**src/rtl/axil_slv_regs_pkg.sv**
```systemverilog
// Shared definitions for the AXI4-Lite register slice feeding the LED/adder stage:
// response codes, register word indices, FSM state types and the byte-strobe merge.
package axil_regs_pkg;

    localparam logic [1:0] RESP_OKAY   = 2'b00;
    localparam logic [1:0] RESP_SLVERR = 2'b10;

    // Word indices (byte address bits [3:2])
    localparam logic [1:0] OFF_REG0    = 2'd0;
    localparam logic [1:0] OFF_REG1    = 2'd1;
    localparam logic [1:0] OFF_REG2    = 2'd2;
    localparam logic [1:0] OFF_SCRATCH = 2'd3;

    typedef enum logic {W_IDLE, W_RESP} wr_state_t;
    typedef enum logic {R_IDLE, R_DATA} rd_state_t;

    // Replace only the bytes whose strobe bit is set
    function automatic logic [31:0] strb_merge(input logic [31:0] old_val,
                                               input logic [31:0] new_val,
                                               input logic [3:0]  strb);
        logic [31:0] mask;
        mask = {{8{strb[3]}}, {8{strb[2]}}, {8{strb[1]}}, {8{strb[0]}}};
        return (old_val & ~mask) | (new_val & mask);
    endfunction

endpackage

```
**src/rtl/axil_slv_regs_if.sv**
```systemverilog
// AXI4-Lite channel bundle between the PS/interconnect master and the register slave.
interface axil_slv_regs_if #(
    parameter int unsigned ADDR_W = 4,
    parameter int unsigned DATA_W = 32
);
    logic [ADDR_W-1:0]   s_awaddr;
    logic                s_awvalid;
    logic                s_awready;
    logic [DATA_W-1:0]   s_wdata;
    logic [DATA_W/8-1:0] s_wstrb;
    logic                s_wvalid;
    logic                s_wready;
    logic [1:0]          s_bresp;
    logic                s_bvalid;
    logic                s_bready;
    logic [ADDR_W-1:0]   s_araddr;
    logic                s_arvalid;
    logic                s_arready;
    logic [DATA_W-1:0]   s_rdata;
    logic [1:0]          s_rresp;
    logic                s_rvalid;
    logic                s_rready;

    modport master (
        output s_awaddr, s_awvalid, s_wdata, s_wstrb, s_wvalid, s_bready,
               s_araddr, s_arvalid, s_rready,
        input  s_awready, s_wready, s_bresp, s_bvalid, s_arready,
               s_rdata, s_rresp, s_rvalid
    );

    modport slave (
        input  s_awaddr, s_awvalid, s_wdata, s_wstrb, s_wvalid, s_bready,
               s_araddr, s_arvalid, s_rready,
        output s_awready, s_wready, s_bresp, s_bvalid, s_arready,
               s_rdata, s_rresp, s_rvalid
    );
endinterface

```
**src/rtl/axil_slv_regs.sv**
```systemverilog
// AXI4-Lite slave register bank: slv_reg1/slv_reg2 drive the adder stage, slv_reg0
// (its sum) is read back, plus one scratch register. Independent write and read FSMs.
module axil_slv_regs
    import axil_regs_pkg::*;
#(
    parameter int unsigned ADDR_W     = 4,
    parameter int unsigned DATA_W     = 32,
    parameter logic [31:0] SCRATCH_RV = 32'h0000_0000
) (
    input  logic              CLK,
    input  logic              RST,
    axil_slv_regs_if.slave    s,
    input  logic [DATA_W-1:0] slv_reg0,
    output logic [DATA_W-1:0] slv_reg1,
    output logic [DATA_W-1:0] slv_reg2
);

    // Byte-offset bits [1:0] are ignored by the register map
    logic [2*ADDR_W-1:0] unused_addr_bits;
    assign unused_addr_bits = {s.s_awaddr, s.s_araddr};

    logic [DATA_W-1:0] scratch;

    // ---------------- write path ----------------
    wr_state_t   wr_state, wr_state_n;
    logic        aw_done, aw_done_n, w_done, w_done_n;
    logic [1:0]  aw_idx_q;
    logic [31:0] wdata_q;
    logic [3:0]  wstrb_q;
    logic        awready_n, wready_n, bvalid_n;
    logic [1:0]  bresp_n;
    logic        aw_hs, w_hs, have_aw, have_w, commit;
    logic [1:0]  commit_idx;
    logic [31:0] commit_data;
    logic [3:0]  commit_strb;

    assign aw_hs   = s.s_awready & s.s_awvalid;
    assign w_hs    = s.s_wready & s.s_wvalid;
    assign have_aw = aw_done | aw_hs;
    assign have_w  = w_done | w_hs;

    // A beat completing in the same cycle as the other side commits straight from the bus,
    // so bvalid rises one cycle after the last handshake.
    assign commit_idx  = aw_done ? aw_idx_q : s.s_awaddr[3:2];
    assign commit_data = w_done  ? wdata_q  : s.s_wdata;
    assign commit_strb = w_done  ? wstrb_q  : s.s_wstrb;

    // Write FSM next state and registered handshake outputs
    always_comb begin
        wr_state_n = wr_state;
        aw_done_n  = aw_done;
        w_done_n   = w_done;
        awready_n  = 1'b0;
        wready_n   = 1'b0;
        bvalid_n   = s.s_bvalid;
        bresp_n    = s.s_bresp;
        commit     = 1'b0;
        unique case (wr_state)
            W_IDLE: begin
                if (have_aw && have_w) begin
                    commit     = 1'b1;
                    wr_state_n = W_RESP;
                    aw_done_n  = 1'b0;
                    w_done_n   = 1'b0;
                    bvalid_n   = 1'b1;
                    bresp_n    = (commit_idx == OFF_REG0) ? RESP_SLVERR : RESP_OKAY;
                end else begin
                    aw_done_n = have_aw;
                    w_done_n  = have_w;
                    awready_n = ~have_aw;
                    wready_n  = ~have_w;
                end
            end
            W_RESP: begin
                if (s.s_bvalid && s.s_bready) begin
                    wr_state_n = W_IDLE;
                    bvalid_n   = 1'b0;
                    awready_n  = 1'b1;
                    wready_n   = 1'b1;
                end
            end
            default: wr_state_n = W_IDLE;
        endcase
    end

    // Write FSM state and handshake registers
    always_ff @(posedge CLK or posedge RST) begin
        if (RST) begin
            wr_state    <= W_IDLE;
            aw_done     <= 1'b0;
            w_done      <= 1'b0;
            s.s_awready <= 1'b0;
            s.s_wready  <= 1'b0;
            s.s_bvalid  <= 1'b0;
            s.s_bresp   <= RESP_OKAY;
        end else begin
            wr_state    <= wr_state_n;
            aw_done     <= aw_done_n;
            w_done      <= w_done_n;
            s.s_awready <= awready_n;
            s.s_wready  <= wready_n;
            s.s_bvalid  <= bvalid_n;
            s.s_bresp   <= bresp_n;
        end
    end

    // Hold whichever beat arrives first until its partner shows up
    always_ff @(posedge CLK or posedge RST) begin
        if (RST) begin
            aw_idx_q <= '0;
            wdata_q  <= '0;
            wstrb_q  <= '0;
        end else begin
            if (aw_hs) aw_idx_q <= s.s_awaddr[3:2];
            if (w_hs) begin
                wdata_q <= s.s_wdata;
                wstrb_q <= s.s_wstrb;
            end
        end
    end

    // Register bank update on commit; slv_reg0 is read-only and never stored
    always_ff @(posedge CLK or posedge RST) begin
        if (RST) begin
            slv_reg1 <= '0;
            slv_reg2 <= '0;
            scratch  <= SCRATCH_RV;
        end else if (commit) begin
            unique case (commit_idx)
                OFF_REG1:    slv_reg1 <= strb_merge(slv_reg1, commit_data, commit_strb);
                OFF_REG2:    slv_reg2 <= strb_merge(slv_reg2, commit_data, commit_strb);
                OFF_SCRATCH: scratch  <= strb_merge(scratch, commit_data, commit_strb);
                default:     ;
            endcase
        end
    end

    // ---------------- read path ----------------
    rd_state_t   rd_state, rd_state_n;
    logic        arready_n, rvalid_n, ar_hs;
    logic [31:0] rdata_n, rd_mux;

    assign ar_hs    = s.s_arready & s.s_arvalid;
    assign s.s_rresp = RESP_OKAY;

    // Read data source selected by word index
    always_comb begin
        rd_mux = '0;
        unique case (s.s_araddr[3:2])
            OFF_REG0:    rd_mux = slv_reg0;
            OFF_REG1:    rd_mux = slv_reg1;
            OFF_REG2:    rd_mux = slv_reg2;
            OFF_SCRATCH: rd_mux = scratch;
            default:     rd_mux = '0;
        endcase
    end

    // Read FSM next state and registered outputs
    always_comb begin
        rd_state_n = rd_state;
        arready_n  = 1'b0;
        rvalid_n   = s.s_rvalid;
        rdata_n    = s.s_rdata;
        unique case (rd_state)
            R_IDLE: begin
                if (ar_hs) begin
                    rd_state_n = R_DATA;
                    rvalid_n   = 1'b1;
                    rdata_n    = rd_mux;
                end else begin
                    arready_n = 1'b1;
                end
            end
            R_DATA: begin
                if (s.s_rvalid && s.s_rready) begin
                    rd_state_n = R_IDLE;
                    rvalid_n   = 1'b0;
                    arready_n  = 1'b1;
                end
            end
            default: rd_state_n = R_IDLE;
        endcase
    end

    // Read FSM state and output registers
    always_ff @(posedge CLK or posedge RST) begin
        if (RST) begin
            rd_state    <= R_IDLE;
            s.s_arready <= 1'b0;
            s.s_rvalid  <= 1'b0;
            s.s_rdata   <= '0;
        end else begin
            rd_state    <= rd_state_n;
            s.s_arready <= arready_n;
            s.s_rvalid  <= rvalid_n;
            s.s_rdata   <= rdata_n;
        end
    end

endmodule

```
**src/flat_wrapper.sv**
```systemverilog
// flat-port wrapper written by rule: the top's interface ports become plain ports
module axil_slv_regs_flat import axil_regs_pkg::*;
#(
    parameter int unsigned ADDR_W     = 4,
    parameter int unsigned DATA_W     = 32,
    parameter logic [31:0] SCRATCH_RV = 32'h0000_0000
)
  (CLK, RST, slv_reg0, slv_reg1, slv_reg2, s_s_awaddr, s_s_awvalid, s_s_wdata, s_s_wstrb, s_s_wvalid, s_s_bready, s_s_araddr, s_s_arvalid, s_s_rready, s_s_awready, s_s_wready, s_s_bresp, s_s_bvalid, s_s_arready, s_s_rdata, s_s_rresp, s_s_rvalid);
  axil_slv_regs_if #(.ADDR_W(ADDR_W), .DATA_W(DATA_W)) s_i ();
  input  logic CLK;
  input  logic RST;
  input  logic [DATA_W-1:0] slv_reg0;
  output logic [DATA_W-1:0] slv_reg1;
  output logic [DATA_W-1:0] slv_reg2;
  input wire logic [$bits(s_i.s_awaddr)-1:0] s_s_awaddr;
  input wire logic [$bits(s_i.s_awvalid)-1:0] s_s_awvalid;
  input wire logic [$bits(s_i.s_wdata)-1:0] s_s_wdata;
  input wire logic [$bits(s_i.s_wstrb)-1:0] s_s_wstrb;
  input wire logic [$bits(s_i.s_wvalid)-1:0] s_s_wvalid;
  input wire logic [$bits(s_i.s_bready)-1:0] s_s_bready;
  input wire logic [$bits(s_i.s_araddr)-1:0] s_s_araddr;
  input wire logic [$bits(s_i.s_arvalid)-1:0] s_s_arvalid;
  input wire logic [$bits(s_i.s_rready)-1:0] s_s_rready;
  output wire logic [$bits(s_i.s_awready)-1:0] s_s_awready;
  output wire logic [$bits(s_i.s_wready)-1:0] s_s_wready;
  output wire logic [$bits(s_i.s_bresp)-1:0] s_s_bresp;
  output wire logic [$bits(s_i.s_bvalid)-1:0] s_s_bvalid;
  output wire logic [$bits(s_i.s_arready)-1:0] s_s_arready;
  output wire logic [$bits(s_i.s_rdata)-1:0] s_s_rdata;
  output wire logic [$bits(s_i.s_rresp)-1:0] s_s_rresp;
  output wire logic [$bits(s_i.s_rvalid)-1:0] s_s_rvalid;
  assign s_i.s_awaddr = s_s_awaddr;
  assign s_i.s_awvalid = s_s_awvalid;
  assign s_i.s_wdata = s_s_wdata;
  assign s_i.s_wstrb = s_s_wstrb;
  assign s_i.s_wvalid = s_s_wvalid;
  assign s_i.s_bready = s_s_bready;
  assign s_i.s_araddr = s_s_araddr;
  assign s_i.s_arvalid = s_s_arvalid;
  assign s_i.s_rready = s_s_rready;
  assign s_s_awready = s_i.s_awready;
  assign s_s_wready = s_i.s_wready;
  assign s_s_bresp = s_i.s_bresp;
  assign s_s_bvalid = s_i.s_bvalid;
  assign s_s_arready = s_i.s_arready;
  assign s_s_rdata = s_i.s_rdata;
  assign s_s_rresp = s_i.s_rresp;
  assign s_s_rvalid = s_i.s_rvalid;
  axil_slv_regs #(.ADDR_W(ADDR_W), .DATA_W(DATA_W), .SCRATCH_RV(SCRATCH_RV)) u_core (.CLK(CLK), .RST(RST), .s(s_i), .slv_reg0(slv_reg0), .slv_reg1(slv_reg1), .slv_reg2(slv_reg2));
endmodule
```
**config.mk**
```make
export PLATFORM = sky130hd
export DESIGN_NAME = axil_slv_regs_flat
export DESIGN_NICKNAME = d
export VERILOG_FILES = /design/src/rtl/axil_slv_regs_pkg.sv /design/src/rtl/axil_slv_regs_if.sv /design/src/rtl/axil_slv_regs.sv /design/src/flat_wrapper.sv
export SDC_FILE = /design/constraint.sdc
export NUM_CORES = 1
export LEC_CHECK = 0
export BUFFER_PORTS_ARGS = -buffer_cell sky130_fd_sc_hd__buf_2
export CORE_MARGIN = 3
export CORE_UTILIZATION = 30
export DETAILED_ROUTE_END_ITERATION = 6
export GPL_ROUTABILITY_DRIVEN = 0
export PLACE_DENSITY = 0.48
export SLEW_MARGIN = 5
export SYNTH_ARGS = -nofsm -noshare
export SYNTH_HDL_FRONTEND = slang
export SYNTH_SLANG_ARGS = --single-unit
```
**constraint.sdc**
```tcl
create_clock -name CLK -period 13.7 [get_ports CLK]
set_clock_uncertainty 0.05 [all_clocks]
set_input_delay 2.74 -clock CLK [delete_from_list [all_inputs] [get_ports CLK]]
set_output_delay 2.74 -clock CLK [all_outputs]
set_load 0.05 [all_outputs]
```
* Word level (Yosys, flattened, before mapping)
Cells that the tools add are included.
** Word-level totals
- Flip-flop bits (word level) :: 177
- Input port bits :: 83
- Output and inout bits :: 105
- Word-level logic and storage cells :: 84
** Cells by class
- Equality and inequality tests :: 10
- Multiplexer cells :: 28
- Bitwise operators :: 17
- Reduce and logical (&&, ||, !) cells :: 12
** Operators with widths (count)
- $and A32 B32 Y32 :: 4
- $pmux W32 S4 :: 1
- $or A32 B32 Y32 :: 3
- $mux W32 :: 1
- $not A32 Y32 :: 1
- $mux W1 :: 16
- $pmux W1 S2 :: 7
- $reduce_and A2 Y1 :: 7
- $eq A2 B2 Y1 const B :: 4
- $eq A2 B1 Y1 const B :: 2
- $logic_not A2 Y1 :: 2
- $mux W2 :: 2
- $mux W4 :: 1
- $ne A2 B1 Y1 const B :: 2
- $ne A2 B2 Y1 const B :: 2
- $not A1 Y1 :: 4
- $and A1 B1 Y1 :: 3
- $logic_and A1 B1 Y1 :: 3
- $or A1 B1 Y1 :: 2

* Logic depth before layout (Yosys ltp)
Gate-level depths: netlist of run 1.
- Word-level depth :: 6
- Depth in mapped cells :: 5
- Gate-level depth less buffers :: 4

* Worst setup path after synthesis of run 1
OpenSTA, ideal clock, no wires.
- Path type :: in2reg
- Start point :: in s_s_araddr[3]
- End point :: reg u_core.s.s_rdata[27] in the netlist's numbering
- Library setup time :: 0.125 ns
- Arrival time :: 4.075 ns
- Required time :: 13.525 ns
- Slack :: 9.451 ns
- Cell stages on the path :: 4
- Buffers on the path :: 2
- Cell sequence :: clkbuf_1 buf_2 mux4_2 mux2_2
** On the way
- Word-level cells in the longest chain between the ends :: 2
- Elaborated cells on any way between the ends :: 5
- Those cells by class :: eq/ne: 3; mux: 1; reduce/logical: 1
** Ends and longest elaborated chain
- start, declared :: line flat_wrapper.sv:21 : input wire logic [$bits(s_i.s_araddr)-1:0] s_s_araddr;
- $eq A2 B2 Y1 (tied with other cells) :: line axil_slv_regs.sv:149 : unique case (s.s_araddr[3:2])
- $pmux W32 S4 * :: line axil_slv_regs.sv:149
- end signal, assigned :: line axil_slv_regs.sv:196 : s.s_rdata <= rdata_n;
- end, declared :: line axil_slv_regs_if.sv:35 : s_rdata, s_rresp, s_rvalid
Every way passes the cells marked *; elsewhere a longest branch is shown, timed or not.
A chain may end at the register's enable or synchronous reset.

==> results.py, run 1 <==
metrics = {
    "logic_synthesis": {
        "synth_seq_area_share": 0.562,
        "synth_seq_cells": 176,
        "synth-compound-area-share": 0.00895,
        "synthFlopType": "dfrtp_1",
        "yosys.area_share.simple": 0.0265,
        "synthArstFlopShare": 1.00,
        "synth_edf_count": 0,
        "synth_top_family_by_area": "multiplexers",
        "synth_top_area_share": 0.562,
        "synthAdderAreaFrac": 0,
        "yosys_warnings": 0,
        "ys_top_cells_by_count": "196 x mux2_2, 176 x dfrtp_1, 32 x mux4_2",
        "synth_cells": 491,
        "synth_top_area_cell": "dfrtp_1",
        "ys_types": 26,
        "synth.area.mux_share": 0.386,
        "synth.most_common_cell": "mux2_2",
        "ys_top_cells_by_area": "dfrtp_1 56%, mux2_2 28%, mux4_2 9.2%",
        "netlist_area_um2": 7830,
        "syn_avg_cell_area_um2": 16.0,
        "synth_xor_area_frac": 0,
    },
    "routing": {
        "num_vias": 4833,
        "dr.first_iter.drc_count": 295,
        "viasPerCell": 4.74,
        "drt-pass1-iter-count": 4,
        "drc": 0,
        "routed_wl_um": 19600,
        "wire_per_inst_um": 19.3,
        "ant_nets": 0,
    },
    "sta": {
        "rsz0062_at_grt": "no",
        "slew_violations": 0,
        "fin_crit_sh": 0.332,
        "fin_crit_ns": 4.55,
        "holdWs_ns": 0.450,
        "timing.fmax_mhz": 220,
        "hold_viol": 0,
        "tightest_slew_ns": 1.11,
        "finalSetupTns_ns": 0,
        "setup_violations": 0,
        "relSlewSlack": 0.256,
    },
    "power": {
        "leakage_nw": 4.64,
        "peakVddDrop_mv": 0.0987,
        "power_density_nw_per_um2": 248,
    },
    "finish": {
        "area_growth_pct": 23.6,
        "finalCoreUtilization": 0.381,
        "drive_above_1_share": 0.665,
        "layout.cells.non_filler": 1019,
        "fin_nets": 759,
        "diodes": 0,
    },
    "setup_path": {
        "timing.rr.start": "u_core.s.s_wready$_DFF_PP0_",
        "max_stage_delay_ns": 1.00,
        "r2r_slack_ns": 11.16,
        "required_ns": 13.95,
        "crit_fanout": 8,
        "cp.depth": 5,
        "path_cells": "buf_2 -> a21oi_1 -> nor4_1 -> nand2_2 -> mux2_2",
        "cpMaxStageDelayCell": "nor4_1",
        "path_class": "in2reg",
        "crit_arrival_ns": 4.81,
        "crit_family": "simple AND/OR/NAND/NOR gates",
        "cp-start-kind": "input port",
        "ff2ff_path_depth": 4,
        "end_kind": "flop",
        "path_buf_inv": 1,
    },
    "global_routing": {
        "grt_first_pass_wirelength_um": 31000,
        "overflow": 0,
        "grt_pass1_vias": 5320,
        "grt_max_degree": 69,
        "gr-usage-all-layers": 0.143,
        "antenna_found_initial": 2,
    },
    "clock_network": {
        "post_cts_buffers": 0,
        "clk_latency_ns": 0.42,
        "cts_buffers": 17,
        "hold_buffers": 0,
        "clkTransAtPathRegs_ns": 0.07,
        "cts.path.max_buffers": 2,
        "cts_tree": "yes",
        "post_cts_resized": 0,
        "cts.htree.levels": 4,
        "cts_sinks": 176,
        "cts-root-buf": "clkbuf_16",
    },
    "floorplan": {
        "start_util": 0.308,
        "core_area_um2": 25400,
        "io-pin-count": 188,
        "dieArea_um2": 28100,
        "rows": 58,
        "die_h_um": 168,
        "die_w_um": 168,
    },
    "run": {
        "drv_cap": 0,
    },
    "place": {
        "dp_hpwl_um": 13200,
        "dp.cells": 987,
        "port_buffers": 180,
    },
    "min_path": {
        "hp-start": "u_core.s.s_rdata[30]$_DFFE_PP0P_",
        "min_to": "u_core.s.s_rdata[30]$_DFFE_PP0P_",
        "min_path_cells": 1,
        "min_path_type": "reg2reg",
    },
    "status": {
        "status": "finished, final reports clean",
    },
}
-- per-layer routing --
layer,GRT usage,share of wire,vias to the layer above
li1,-,-,2181
met1,0.192,0.46,2519
met2,0.232,0.48,116
met3,0.0413,0.048,13
met4,0.0277,0.0069,4
met5,0,0.0011,-
-- where the power goes --
part	internal (mW)	total [mW]	switching [mW]
registers	0.738	0.872	0.134
clock network	0.264	0.477	0.213
logic	0.376	1.06	0.679
-- placed cells by master, fill, tap and decap left out --
cell type   Yosys  layout
mux2_2        196     196
buf_2           7     180
dfrtp_1       176     175
mux4_2         32      32
clkbuf_16       0      17
nand2_1        13      12
nor2_1          8       8
nand2_2         7       8
clkinvlp_4      0       7
buf_4           4       7
mux2i_1         6       6
nand3_1         4       4
a21oi_1         3       3
mux2_1          3       3
inv_1           4       3
inv_6           0       3
conb_1          1       3
nand3b_1        2       2
nor3_1          2       2
nand2b_1        2       2
o21ai_0         2       2
o22a_1          2       2
clkbuf_8        0       2
inv_8           0       2
or3b_1          1       1
a211oi_4        1       1
nor4_2          1       1
nor4_1          1       1
a21o_1          1       1
bufinv_16       0       1
clkbuf_1       11       1
dfrtp_2         0       1
-- cell families (layout without fill, tap and decap cells) --
| kind of cell | Yosys count | in the layout |
|---|---|---|
| muxes | 237 | 237 |
| other | 1 | 3 |
| DFF | 176 | 176 |
| AOI/OAI and AO/OA | 9 | 9 |
| buffers and inverters | 27 | 223 |
| and+or+nand+nor | 41 | 41 |
-- worst reg2reg max path: stages, from the launching register on --
cell and delay (ns):
dfrtp_1 0.38, a21oi_1 0.24, nor4_1 1.00, nand2_2 0.38
mux2_2 0.37
-- metrics by stage --
stage | setup WS [ns] | instance area [µm²] | power (mW)
after floorplan | 6.14 | 7840 | 1.68
after global placement | 8.66 | 9100 | 1.92
after detailed placement | 8.67 | 9100 | 1.95
after CTS | 9.09 | 9680 | 2.44
after global routing | 9.02 | 9680 | 2.54
final | 9.15 | 9680 | 2.40
-- worst max path at each step --
stage | startpoint | to | slack, ns
floorplan | RST | asynchronous set/reset pin | 6.14
global placement | s_s_wvalid | flop | 8.66
detailed placement | s_s_wvalid | flop | 8.67
CTS | s_s_wvalid | flop | 9.09
global route | s_s_wvalid | flop | 9.02
finish | s_s_wvalid | flop | 9.15
-- cell type report --
type                    count  area, µm²
fillers                  2455      15700
flip-flops and latches    176       4410
multi-input cells         290       3310
repair buffers            187        953
clock buffers              20        457
well taps                 330        413
clock inverters            12        123
inverters                   4       20.0
No activity file was read; power rests on OpenSTA's default activity.
==> run 2, diff against run 1 <==
ABC_AREA = 1   (was not set)
PLACE_DENSITY = 0.49   (was 0.48)
clock period = 3.6 ns   (was 13.7 ns; I/O delays follow)
==> run 2 against run 1 <==
Net effect:
- hold slack lost 0.21 ns
- count of clock-buffer cells in the layout down 1
- final cell count grew 56%
- design area rose by 4.8%
- first-iteration DRC count increased by 100%
- critical path depth up 1
- power grew to 3.9 times the previous value
- highest routed layer is now met4
- setup slack worse by 7.8 ns
- die area rose by 6.9%
- clock power rose to 3.8 times the previous value
- core utilization decreased by 0.89 points
- register-to-register slack got worse by 9.8 ns
==> results.py, run 2 <==
metrics = {
    "routing": {
        "viasPerCell": 4.67,
        "dr.first_iter.drc_count": 595,
        "routed_wl_um": 26500,
        "drc": 0,
        "ant_nets": 0,
        "drt-pass1-iter-count": 5,
        "num_vias": 7400,
        "wire_per_inst_um": 16.7,
    },
    "logic_synthesis": {
        "synthFlopType": "dfrtp_1",
        "synth_top_area_cell": "dfrtp_1",
        "synth.area.mux_share": 0,
        "ys_top_cells_by_count": "486 x nand2_1, 176 x dfrtp_1, 105 x nand3_1",
        "synth_cells": 1038,
        "synthAdderAreaFrac": 0,
        "synth-compound-area-share": 0.0644,
        "netlist_area_um2": 8400,
        "synth_seq_area_share": 0.525,
        "synthArstFlopShare": 1.00,
        "synth_top_area_share": 0.525,
        "synth_seq_cells": 176,
        "ys_types": 24,
        "synth_edf_count": 0,
        "yosys.area_share.simple": 0.346,
        "synth_top_family_by_area": "simple AND/OR/NAND/NOR gates",
        "synth_xor_area_frac": 0,
        "yosys_warnings": 0,
        "synth.most_common_cell": "nand2_1",
        "ys_top_cells_by_area": "dfrtp_1 52%, nand2_1 22%, nand3_1 6.3%",
        "syn_avg_cell_area_um2": 8.09,
    },
    "clock_network": {
        "clk_latency_ns": 0.43,
        "hold_buffers": 0,
        "post_cts_buffers": 0,
        "post_cts_resized": 0,
        "cts_buffers": 17,
        "clkTransAtPathRegs_ns": 0.07,
        "cts.path.max_buffers": 2,
        "cts_tree": "yes",
        "cts.htree.levels": 4,
        "cts_sinks": 176,
        "cts-root-buf": "clkbuf_16",
    },
    "sta": {
        "rsz0062_at_grt": "no",
        "hold_viol": 0,
        "setup_violations": 0,
        "relSlewSlack": 0.378,
        "fin_crit_sh": 0.634,
        "slew_violations": 0,
        "timing.fmax_mhz": 438,
        "fin_crit_ns": 2.28,
        "finalSetupTns_ns": 0,
        "tightest_slew_ns": 0.931,
    },
    "finish": {
        "multi_input_area_um2": 3470,
        "fin_nets": 1284,
        "area_growth_pct": 20.9,
        "layout_commonest_cell": "nand2_1",
        "finalInstanceArea_um2": 10100,
        "final_cell_mix": "485 x nand2_1, 180 x buf_2, 175 x dfrtp_1, 105 x nand3_1, 92 x o21ai_0",
        "seqCellArea_um2": 4410,
        "diodes": 0,
        "layout.cells.non_filler": 1586,
        "fillers": 2952,
        "drive_above_1_share": 0.218,
    },
    "status": {
        "status": "finished, final reports clean",
    },
    "power": {
        "leakage_nw": 5.41,
        "power_density_nw_per_um2": 929,
        "peakVddDrop_mv": 0.406,
    },
    "setup_path": {
        "path_class": "reg2reg",
        "path_cells": "buf_4 -> nand2_1 -> o21ai_4 -> nand3_4 -> nand2_1 -> nand2_1",
        "max_stage_delay_ns": 0.74,
        "cp_common_cell": "nand2_1",
        "required_ns": 3.87,
        "crit_fanout": 43,
        "crit_arrival_ns": 2.55,
        "cp-start-kind": "flop",
        "cpMaxStageDelayCell": "dfrtp_2",
        "end_kind": "flop",
    },
    "floorplan": {
        "io-pin-count": 188,
        "start_util": 0.308,
        "rows": 60,
        "core_area_um2": 27300,
        "die_h_um": 173,
        "dieArea_um2": 30000,
        "die_w_um": 173,
    },
    "place": {
        "port_buffers": 180,
        "dp_hpwl_um": 18800,
        "dp.cells": 1554,
        "placed_cell_area_um2": 9590,
    },
    "min_path": {
        "min_path_type": "in2async",
    },
    "global_routing": {
        "gr-usage-all-layers": 0.180,
        "grt_first_pass_wirelength_um": 42800,
        "overflow": 0,
        "antenna_found_initial": 0,
        "grt_pass1_vias": 7342,
        "grt_max_degree": 73,
    },
    "run": {
        "drv_cap": 0,
    },
}
## run 2: changes by cell type in the layout (fill, tap and decap cells not counted), sizes merged, moves of 6 or more
cell,previous run,this run
clkinv,0,7
nand4,0,24
o21ai,2,96
mux2i,6,0
buf,187,194
mux2,199,0
nor2,8,20
inv,8,56
nand3,4,118
nand2,20,492
mux4,32,0
## run 2: final cells by class
type | instances | share of cell area
Clock buffer | 19 | 0.0436
Clock inverter | 13 | 0.0111
Inverter | 55 | 0.0210
Multi-Input combinational cell | 757 | 0.342
Sequential cell | 176 | 0.434
Tap cell | 372 | 0.0459
Timing Repair Buffer | 194 | 0.103
## run 2: per-layer routing
| layer | track usage | up-vias | share of wire |
|---|---|---|---|
| met5 | 0 | - | 0 |
| met4 | 0.0486 | 0 | 0.014 |
| met3 | 0.0324 | 23 | 0.047 |
| met2 | 0.267 | 190 | 0.43 |
| met1 | 0.268 | 3553 | 0.50 |
| li1 | - | 3634 | - |
## run 2: path summary, 6_finish.rpt
path / start / slack (ns) / end / cells after the start
setup / recovery: u_core.w_done$_DFFE_PP0N_ / 1.32 / flop / 6
min in group CLK: flop / 0.42 / flop / 2
hold reg to reg: flop / 0.42 / flop / 2
setup reg to reg: u_core.w_done$_DFFE_PP0N_ / 1.32 / flop / 6
hold / removal: RST / 0.24 / u_core.s.s_rdata[2]$_DFFE_PP0P_ / 2
max in group asynchronous: RST / 2.56 / u_core.wdata_q[28]$_DFFE_PP0P_ / 3
## run 2: kinds of logic after synthesis
family,after synthesis
flops,176
compound gates,99
simple gates,655
buf+inv,107
other cells,1
## run 2: stage by stage
step                      hold slack (ns)  total power, mW  setup slack, ns  utilization
final                               0.241             9.42             1.32        0.372
after global routing                0.259             10.0             1.08        0.372
after CTS                           0.247             9.51             1.30        0.372
after detailed placement            0.408             7.69             1.21        0.352
after global placement              0.405             7.65             1.21        0.352
after floorplan                     0.390             6.54            0.577            -
## run 2: power breakdown
part           internal, mW  switching (mW)  total [mW]
Clock                 0.972           0.825        1.80
Sequential             2.78           0.583        3.36
Combinational         0.926            3.34        4.27
Total                  4.67            4.75        9.42
## run 2: worst max-delay path, delay by kind of cell (launching register included)
family,cells,cell delay [ns]
flip-flops,1,0.74
AND/OR/NAND/NOR,4,0.56
buffers and inverters,1,0.48
AO/OA/AOI/OAI,1,0.34
